[src/rtl/mux_stream_if.sv]
// mux_stream_if: stream bundle for mux_stream; slave = mux side (in,in_valid,mode,select,out_ready in; in_ready,out,out_sel,out_valid[,out_parity] out), master = environment side; out_parity exists only with MUX_STREAM_PARITY_EN
interface mux_stream_if #(
  parameter int WIDTH    = 4,
  parameter int CHANNELS = 4
);
  localparam int SEL_W = $clog2(CHANNELS);
  logic [CHANNELS*WIDTH-1:0] in;
  logic [CHANNELS-1:0]       in_valid;
  logic [CHANNELS-1:0]       in_ready;
  logic                      mode;
  logic [SEL_W-1:0]          select;
  logic [WIDTH-1:0]          out;
  logic [SEL_W-1:0]          out_sel;
  logic                      out_valid;
  logic                      out_ready;
`ifdef MUX_STREAM_PARITY_EN
  logic                      out_parity;
  modport slave  (input in, in_valid, mode, select, out_ready, output in_ready, out, out_sel, out_valid, out_parity);
  modport master (output in, in_valid, mode, select, out_ready, input in_ready, out, out_sel, out_valid, out_parity);
`else
  modport slave  (input in, in_valid, mode, select, out_ready, output in_ready, out, out_sel, out_valid);
  modport master (output in, in_valid, mode, select, out_ready, input in_ready, out, out_sel, out_valid);
`endif
endinterface

[src/rtl/mux_stream.sv]
// mux_stream: N-channel stream mux, manual or round-robin grant, registered output; ports clk, reset (sync high), bus (mux_stream_if.slave); MUX_STREAM_PARITY_EN adds registered even parity on bus.out_parity
module mux_stream #(
  parameter int WIDTH    = 4,
  parameter int CHANNELS = 4
) (
  input logic clk,
  input logic reset,
  mux_stream_if.slave bus
);
  localparam int SEL_W = $clog2(CHANNELS);
  typedef enum logic {EMPTY, FULL} state_t;
  state_t state, state_n;
  logic [SEL_W-1:0] ptr, gnt, rr_gnt, idx;
  logic [2**SEL_W-1:0] vpad;
  logic [WIDTH-1:0] ch [CHANNELS];
  logic [WIDTH-1:0] din;
  logic rr_hit, has_gnt, load, xfer;
  for (genvar i = 0; i < CHANNELS; i++) begin : g_ch
    assign ch[i] = bus.in[i*WIDTH +: WIDTH];
    assign bus.in_ready[i] = xfer && gnt == SEL_W'(i);
  end
  always_comb begin
    vpad = '0;
    vpad[CHANNELS-1:0] = bus.in_valid;
    rr_gnt = ptr;
    rr_hit = 1'b0;
    idx = ptr;
    for (int k = CHANNELS - 1; k >= 0; k--) begin
      idx = SEL_W'((int'(ptr) + k) % CHANNELS);
      if (bus.in_valid[idx]) begin
        rr_gnt = idx;
        rr_hit = 1'b1;
      end
    end
    gnt = bus.mode ? rr_gnt : bus.select;
    has_gnt = bus.mode ? rr_hit : vpad[bus.select];
    load = state == EMPTY || bus.out_ready;
    xfer = load && has_gnt && !reset;
    din = xfer ? ch[gnt] : '0;
    state_n = xfer ? FULL : (bus.out_ready ? EMPTY : state);
  end
  assign bus.out_valid = state == FULL;
  always_ff @(posedge clk) begin
    if (reset) begin
      state <= EMPTY;
      ptr <= '0;
      bus.out <= '0;
      bus.out_sel <= '0;
`ifdef MUX_STREAM_PARITY_EN
      bus.out_parity <= 1'b0;
`endif
    end else begin
      state <= state_n;
      if (xfer) begin
        bus.out <= din;
        bus.out_sel <= gnt;
`ifdef MUX_STREAM_PARITY_EN
        bus.out_parity <= ^din;
`endif
        if (bus.mode) ptr <= gnt == SEL_W'(CHANNELS - 1) ? '0 : gnt + 1'b1;
      end
    end
  end
endmodule

[src/flat_wrapper.sv]
// flat-port wrapper written by rule: the top's interface ports become plain ports
module mux_stream_flat 
#(
  parameter int WIDTH    = 4,
  parameter int CHANNELS = 4
)
  (clk, reset, bus_in, bus_in_valid, bus_mode, bus_select, bus_out_ready, bus_in_ready, bus_out, bus_out_sel, bus_out_valid);
  mux_stream_if #(.WIDTH(WIDTH), .CHANNELS(CHANNELS)) bus_i ();
  input logic clk;
  input logic reset;
  input wire logic [$bits(bus_i.in)-1:0] bus_in;
  input wire logic [$bits(bus_i.in_valid)-1:0] bus_in_valid;
  input wire logic [$bits(bus_i.mode)-1:0] bus_mode;
  input wire logic [$bits(bus_i.select)-1:0] bus_select;
  input wire logic [$bits(bus_i.out_ready)-1:0] bus_out_ready;
  output wire logic [$bits(bus_i.in_ready)-1:0] bus_in_ready;
  output wire logic [$bits(bus_i.out)-1:0] bus_out;
  output wire logic [$bits(bus_i.out_sel)-1:0] bus_out_sel;
  output wire logic [$bits(bus_i.out_valid)-1:0] bus_out_valid;
  assign bus_i.in = bus_in;
  assign bus_i.in_valid = bus_in_valid;
  assign bus_i.mode = bus_mode;
  assign bus_i.select = bus_select;
  assign bus_i.out_ready = bus_out_ready;
  assign bus_in_ready = bus_i.in_ready;
  assign bus_out = bus_i.out;
  assign bus_out_sel = bus_i.out_sel;
  assign bus_out_valid = bus_i.out_valid;
  mux_stream #(.WIDTH(WIDTH), .CHANNELS(CHANNELS)) u_core (.clk(clk), .reset(reset), .bus(bus_i));
endmodule
[config.mk]
export PLATFORM = sky130hd
export DESIGN_NAME = mux_stream_flat
export DESIGN_NICKNAME = d
export VERILOG_FILES = /design/src/rtl/mux_stream_if.sv /design/src/rtl/mux_stream.sv /design/src/flat_wrapper.sv
export SDC_FILE = /design/constraint.sdc
export NUM_CORES = 1
export LEC_CHECK = 0
export CORE_MARGIN = 10
export CORE_UTILIZATION = 43
export CTS_BUF_LIST = sky130_fd_sc_hd__clkbuf_8
export CTS_CLUSTER_DIAMETER = 60
export CTS_CLUSTER_SIZE = 8
export DETAILED_ROUTE_END_ITERATION = 8
export PLACE_DENSITY = 0.91
export SLEW_MARGIN = 40
export SYNTH_ARGS = -nofsm -noshare
export SYNTH_HDL_FRONTEND = slang
export SYNTH_SLANG_ARGS = --single-unit
[constraint.sdc]
create_clock -name clk -period 3.5 [get_ports clk]
set_input_delay 0.35 -clock clk [delete_from_list [all_inputs] [get_ports clk]]
set_output_delay 0.35 -clock clk [all_outputs]
set_load 0.01 [all_outputs]
==> flow_metrics.py, run 1 <==
metrics = {
    "drt": {
        "routedLengthMet1_um": 897,
        "vias": 776,
        "routed_wirelength_mm": 2.46,
        "wl_per_cell_um": 18.6,
        "final_antenna_net_count": 0,
        "drtPass1Iterations": 4,
        "drtIter0Drc": 15,
        "dr_wl_met3_um": 264,
        "avgViaCountPerCell": 5.88,
        "highest_layer": "met4",
        "met2WireLength_mm": 1.26,
        "drt_drc_violations_left": 0,
    },
    "yosys": {
        "seq_area_frac_synth": 0.252,
        "synth.distinct_cells": 29,
        "synth-seq-cells": 9,
        "synthesized_net_count": 105,
        "number_of_flops_mapped_to_enable_cells_by_yosys": 0,
        "yosysMostFrequentCell": "sky130_fd_sc_hd__dfxtp_1",
        "synth_compound_gate_area_share": 0.389,
        "yosys_warnings": 0,
        "syn_inst": 79,
        "synth_top_area_frac": 0.252,
        "synth_xor_xnor_area_share": 0.0123,
        "netlist_top_cells_area": "sky130_fd_sc_hd__dfxtp_1 (25%), sky130_fd_sc_hd__a211oi_2 (11%), sky130_fd_sc_hd__a21boi_0 (7.4%), sky130_fd_sc_hd__nand2b_1 (6.1%), sky130_fd_sc_hd__nor2b_1 (4.4%)",
        "synth_top_family_by_area": "compound AO/OA/AOI/OAI gates",
        "synth.cell_area_um2": 714,
        "synth_simple_gate_area_share": 0.238,
        "synth_async_sr_flop_share": 0,
        "synth.cells.most_frequent": "sky130_fd_sc_hd__dfxtp_1 (9), sky130_fd_sc_hd__a21boi_0 (7), sky130_fd_sc_hd__nand2b_1 (7)",
        "synthFlopType": "sky130_fd_sc_hd__dfxtp_1",
        "synth-adder-area-share": 0,
        "synthMuxAreaShare": 0.0736,
        "netlist.top_cell.by_area": "sky130_fd_sc_hd__dfxtp_1",
        "syn-mean-instance-area_um2": 9.04,
    },
    "die": {
        "effective_utilization_at_floorplan": 0.463,
        "die-area_mm2": 0.00369,
        "die_width_um": 60.8,
        "io_pins": 37,
        "fp.coreArea_mm2": 0.00154,
        "dieHeight_um": 60.8,
        "rows": 14,
    },
    "placed_design": {
        "postPlaceCellArea_mm2": 0.00108,
        "io_buffers": 36,
        "numPlacedInstances": 128,
        "routabilityCongestion": 0.831,
        "dp_hpwl_mm": 1.89,
    },
    "sta": {
        "setup_failing_eps_final": 0,
        "worst_pin_slew_ps": 392,
        "maximum_operating_frequency_ghz": 0.348,
        "max_slew_margin": 0.735,
        "timing.final.crit_share": 0.822,
        "skew_ps": 0.178,
        "setup_tns_ps": 0,
        "hold_viol": 0,
        "rsz0062_at_grt": "false",
        "slew_violations": 0,
        "period_minus_slack_ps": 2880,
    },
    "clock_tree": {
        "clockRootBuffer": "sky130_fd_sc_hd__clkbuf_8",
        "clock_tree.buffer_depth": 2,
        "numClockSinks": 9,
        "cts_inserted_buffers": 3,
        "post_cts_resize_count": 0,
        "htreeDepth": 1,
        "cts_tree": "built",
        "cts.clk_slew.worst_paths_ps": 40,
        "cts.repair_timing.setup_buffer_count": 0,
        "clock_insertion_delay_worst_skew_ps": 230,
        "cts.hold.buffers_added": 0,
    },
    "global_routing": {
        "initial_antenna_violation_count": 0,
        "grt_pass1_vias": 849,
        "grt_util_overall": 0.138,
        "grt_remaining_overflow": 0,
        "grt_pass1_wl_mm": 3.95,
        "grt_max_degree": 13,
    },
    "finish": {
        "fin_area_mm2": 0.00112,
        "fraction_of_final_layout_cells_with_drive_strength_greater_than_1": 0.121,
        "cell_count_final_fillers_out": 132,
        "synthToLayoutAreaGrowth_pct": 57.1,
        "finalNetCount": 143,
        "antennaDiodeCount": 0,
        "n_fill_cell": 121,
    },
    "critical_path": {
        "path_common_cell": "sky130_fd_sc_hd__clkdlybuf4s50_1",
        "critPathBufInv": 2,
        "critical_path_peak_fanout": 12,
        "worst_path_largest_cell_delay_ps": 570,
        "required_ps": 3150,
        "cp_cell_sequence": "clkdlybuf4s50_1 -> nor2b_1 -> a221o_2 -> and2_4 -> nor3_1 -> clkdlybuf4s50_1",
        "endpoint_type_of_the_worst_setup_path": "output pin",
        "critPathArrivalTime_ps": 2530,
        "path_class": "in -> out",
        "slowest_stage": "sky130_fd_sc_hd__clkdlybuf4s50_1",
        "cpLargestDelayFamily": "buffers and inverters",
        "nature_of_the_critical_path_startpoint": "input port",
    },
    "power_and_ir_drop": {
        "cellLeakagePower_nw": 0.408,
        "ir_drop_mv": 0.379,
        "power.density_mw_per_mm2": 353,
    },
    "job": {
        "drv.max_cap_violation_count": 0,
    },
    "min_path": {
        "hp-class": "reg -> reg",
    },
    "run_status": {
        "outcome": "finished clean",
    },
}
worst paths after layout:
path                                            from                   end  slack, ps  cells after the start
worst max register to register         u_core.ptr[0]     u_core.bus.out[2]       1760                      5
worst min register to register  u_core.bus.out_valid  u_core.bus.out_valid        510                      2
worst max-delay path                        bus_mode       bus_in_ready[1]        620                      6
worst min-delay path            u_core.bus.out_valid  u_core.bus.out_valid        510                      2
per-layer routing:
metal / vias to the layer above / track usage
met5: - / 0
met3: 4 / 0.0689
li1: 377 / -
met4: 0 / 0.0439
met2: 37 / 0.249
met1: 358 / 0.134
logic make-up (layout without fill, tap and decap cells):
group                  Yosys count  in the layout
AND/OR/NAND/NOR                 30             30
buffers and inverters            4             41
XOR/XNOR                         1              1
AO/OA/AOI/OAI                   31             31
flip-flops                       9              9
multiplexers                     4              4
placed cells by master (no fill, tap or decap), types with 3 or more instances in the layout:
cell,count
sky130_fd_sc_hd__a211oi_1,3
sky130_fd_sc_hd__a211oi_2,6
sky130_fd_sc_hd__a21boi_0,7
sky130_fd_sc_hd__clkbuf_8,3
sky130_fd_sc_hd__clkdlybuf4s50_1,36
sky130_fd_sc_hd__dfxtp_1,9
sky130_fd_sc_hd__mux2i_1,3
sky130_fd_sc_hd__nand2b_1,7
sky130_fd_sc_hd__nand3b_1,4
sky130_fd_sc_hd__nor2_1,6
sky130_fd_sc_hd__nor2b_1,5
sky130_fd_sc_hd__nor3_1,4
sky130_fd_sc_hd__o31ai_1,4
sequential cells by signal, indices dropped and copies added (netlist names):
signal,count
u_core.bus.out,4
u_core.bus.out_sel,2
u_core.ptr,2
u_core.bus.out_valid,1
tightest hold or removal path: stages, from the launching register on:
cell	delay (ps)
sky130_fd_sc_hd__dfxtp_1	310
sky130_fd_sc_hd__nand2b_1	90
sky130_fd_sc_hd__a21oi_1	60
where the power goes:
part / internal [mW] / switching, mW / total [mW] / leakage (nW)
Clock: 0.0765 / 0.0422 / 0.119 / 0.0269
Sequential: 0.115 / 0.00952 / 0.125 / 0.0743
Combinational: 0.0827 / 0.0697 / 0.152 / 0.307
Total: 0.274 / 0.121 / 0.396 / 0.408
stage by stage:
| stage | hold slack, ps | power, mW | setup slack, ps | utilization |
|---|---|---|---|---|
| 3_5_place_dp | 490 | 0.276 | 626 | 0.699 |
| 2_1_floorplan | 498 | 0.208 | 1700 | - |
| 6_report | 511 | 0.396 | 625 | 0.728 |
| 5_1_grt | 548 | 0.417 | 534 | 0.728 |
| 4_1_cts | 510 | 0.398 | 625 | 0.728 |
| 3_3_place_gp | 474 | 0.272 | 659 | 0.699 |
layout make-up:
class,instances,area [um^2],area share
clock inverters,1,3.75,0.00334
flip-flops and latches,9,180,0.161
well taps,16,20.0,0.0178
multi-input cells,66,509,0.454
repair buffers,37,368,0.328
clock buffers,3,41.3,0.0368
Note: power is estimated with default switching activity, not from simulation.
==> run 2: changes to the inputs <==
Settings changed: CORE_UTILIZATION 43 to 36, PLACE_DENSITY 0.91 to 0.82.
Clock period 3.5 ns to 2.4 ns, I/O delays scaled along.
==> run 2 against run 1 <==
Effect of this change:
- cell count is 16% higher
- routed wire length is 1.4% higher
- critical path depth stayed put
- sequential power is 46% higher
- first-iteration DRC count is 20% lower
- sequential share of layout area is 1.2 points lower
- worst hold slack worse by 20 ps
- count of clock-buffer cells in the layout stayed put
- die area is 13% higher
- combinational power is 59% higher
- sequential cell count stayed put
- largest cell class unchanged
==> flow_metrics.py, run 2 (synthesis gave the netlist of run 1 again) <==
metrics = {
    "run_status": {
        "outcome": "finished clean",
    },
    "finish": {
        "antennaDiodeCount": 0,
        "register_area_um2": 180,
        "finalNetCount": 153,
        "n_fill_cell": 175,
        "registers.top_by_ff_count": "u_core.bus.out",
        "largest_reg_flops": 4,
        "cell_count_final_fillers_out": 153,
        "largest_registers": "u_core.bus.out: 4 flops, u_core.bus.out_sel: 2 flops, u_core.ptr: 2 flops",
        "layout.cells.most_common_list": "sky130_fd_sc_hd__clkdlybuf4s50_1 (32), sky130_fd_sc_hd__buf_4 (11), sky130_fd_sc_hd__dfxtp_1 (9)",
        "fraction_of_final_layout_cells_with_drive_strength_greater_than_1": 0.198,
        "synthToLayoutAreaGrowth_pct": 69.9,
        "multi_input_logic_area_um2": 517,
        "layout.cells.most_common": "sky130_fd_sc_hd__clkdlybuf4s50_1",
    },
    "drt": {
        "drt_drc_violations_left": 0,
        "vias": 791,
        "avgViaCountPerCell": 5.17,
        "drtIter0Drc": 12,
        "drtPass1Iterations": 4,
        "routed_wirelength_mm": 2.49,
        "final_antenna_net_count": 0,
        "wl_per_cell_um": 16.3,
    },
    "clock_tree": {
        "cts_tree": "built",
        "clock_tree.buffer_depth": 2,
        "clock_insertion_delay_worst_skew_ps": 230,
        "cts_inserted_buffers": 3,
        "htreeDepth": 1,
        "cts.clk_slew.worst_paths_ps": 40,
        "numClockSinks": 9,
        "cts.hold.buffers_added": 0,
        "cts.repair_timing.setup_buffer_count": 0,
        "post_cts_resize_count": 5,
        "clockRootBuffer": "sky130_fd_sc_hd__clkbuf_8",
    },
    "die": {
        "fp.coreArea_mm2": 0.00192,
        "io_pins": 37,
        "die-area_mm2": 0.00417,
        "die_width_um": 64.6,
        "dieHeight_um": 64.6,
        "rows": 16,
        "effective_utilization_at_floorplan": 0.372,
    },
    "global_routing": {
        "grt_remaining_overflow": 0,
        "grt_pass1_wl_mm": 3.79,
        "grt_util_overall": 0.111,
        "initial_antenna_violation_count": 0,
        "grt_pass1_vias": 809,
        "grt_max_degree": 10,
    },
    "placed_design": {
        "numPlacedInstances": 149,
        "io_buffers": 36,
        "routabilityCongestion": 0.812,
        "dp_hpwl_mm": 2.02,
    },
    "sta": {
        "timing.final.crit_share": 0.934,
        "period_minus_slack_ps": 2240,
        "rsz0062_at_grt": "false",
        "skew_ps": 5.34,
        "maximum_operating_frequency_ghz": 0.446,
        "hold_viol": 0,
        "worst_pin_slew_ps": 498,
        "max_slew_margin": 0.664,
        "slew_violations": 0,
        "setup_failing_eps_final": 0,
        "hold_ws_ps": 491,
    },
    "min_path": {
        "hp-class": "reg -> reg",
    },
    "job": {
        "drv.max_cap_violation_count": 0,
    },
    "critical_path": {
        "critical_path_peak_fanout": 6,
        "nature_of_the_critical_path_startpoint": "input port",
        "path_class": "in -> out",
        "required_ps": 2160,
        "critPathArrivalTime_ps": 2000,
        "endpoint_type_of_the_worst_setup_path": "output pin",
    },
    "power_and_ir_drop": {
        "power.density_mw_per_mm2": 490,
        "cellLeakagePower_nw": 0.474,
        "ir_drop_mv": 0.528,
    },
}
==> run 2: cell count changes in the layout (fill, tap and decap cells not counted), sizes merged <==
cell	previous run	this run
clkdlybuf4s50	36	32
buf	1	11
dlygate4sd2	0	4
==> run 2: worst paths after layout <==
check,cells past startpoint,from,slack [ps],to
max reg2reg,6,u_core.ptr[0],640,u_core.bus.out[3]
max,6,bus_in_valid[2],160,bus_in_ready[0]
min,2,u_core.bus.out_sel[0],490,u_core.bus.out_sel[0]
min reg2reg,2,u_core.bus.out_sel[0],490,u_core.bus.out_sel[0]
==> run 2: worst max-delay path, stage by stage <==
cell	delay (ps)
sky130_fd_sc_hd__clkdlybuf4s50_1	570
sky130_fd_sc_hd__nor2_1	70
sky130_fd_sc_hd__a211o_1	310
sky130_fd_sc_hd__a41o_1	260
sky130_fd_sc_hd__nor3_1	250
sky130_fd_sc_hd__dlygate4sd2_1	300
==> run 2: power by group <==
group / internal (mW) / switching, mW / total [mW]
logic: 0.138 / 0.104 / 0.242
registers: 0.168 / 0.0143 / 0.182
clock network: 0.111 / 0.0588 / 0.170
==> run 2: layout make-up <==
cell class,count,share of cell area
Clock buffer,3,0.0340
Multi-Input combinational cell,66,0.426
Clock inverter,1,0.00309
Timing Repair Buffer,47,0.361
Sequential cell,9,0.148
Tap cell,27,0.0278
==> run 2: per-layer routing <==
metal	track usage	vias up	routed length [um]
met1	0.108	366	1030
met5	0	-	0
met3	0.0533	0	168
met2	0.213	25	1300
met4	0.00802	0	0
li1	-	400	-
==> run 2: stage by stage <==
step	power, mW	setup slack, ps	TNS [ps]	util	cell area [um^2]
final	0.594	158	0	0.632	1210
after global routing	0.621	90.9	0	0.632	1210
after CTS	0.598	167	0	0.632	1210
after detailed placement	0.426	-125	-318	0.607	1170
after global placement	0.420	-94.8	-221	0.607	1170
after floorplan	0.303	724	0	-	714
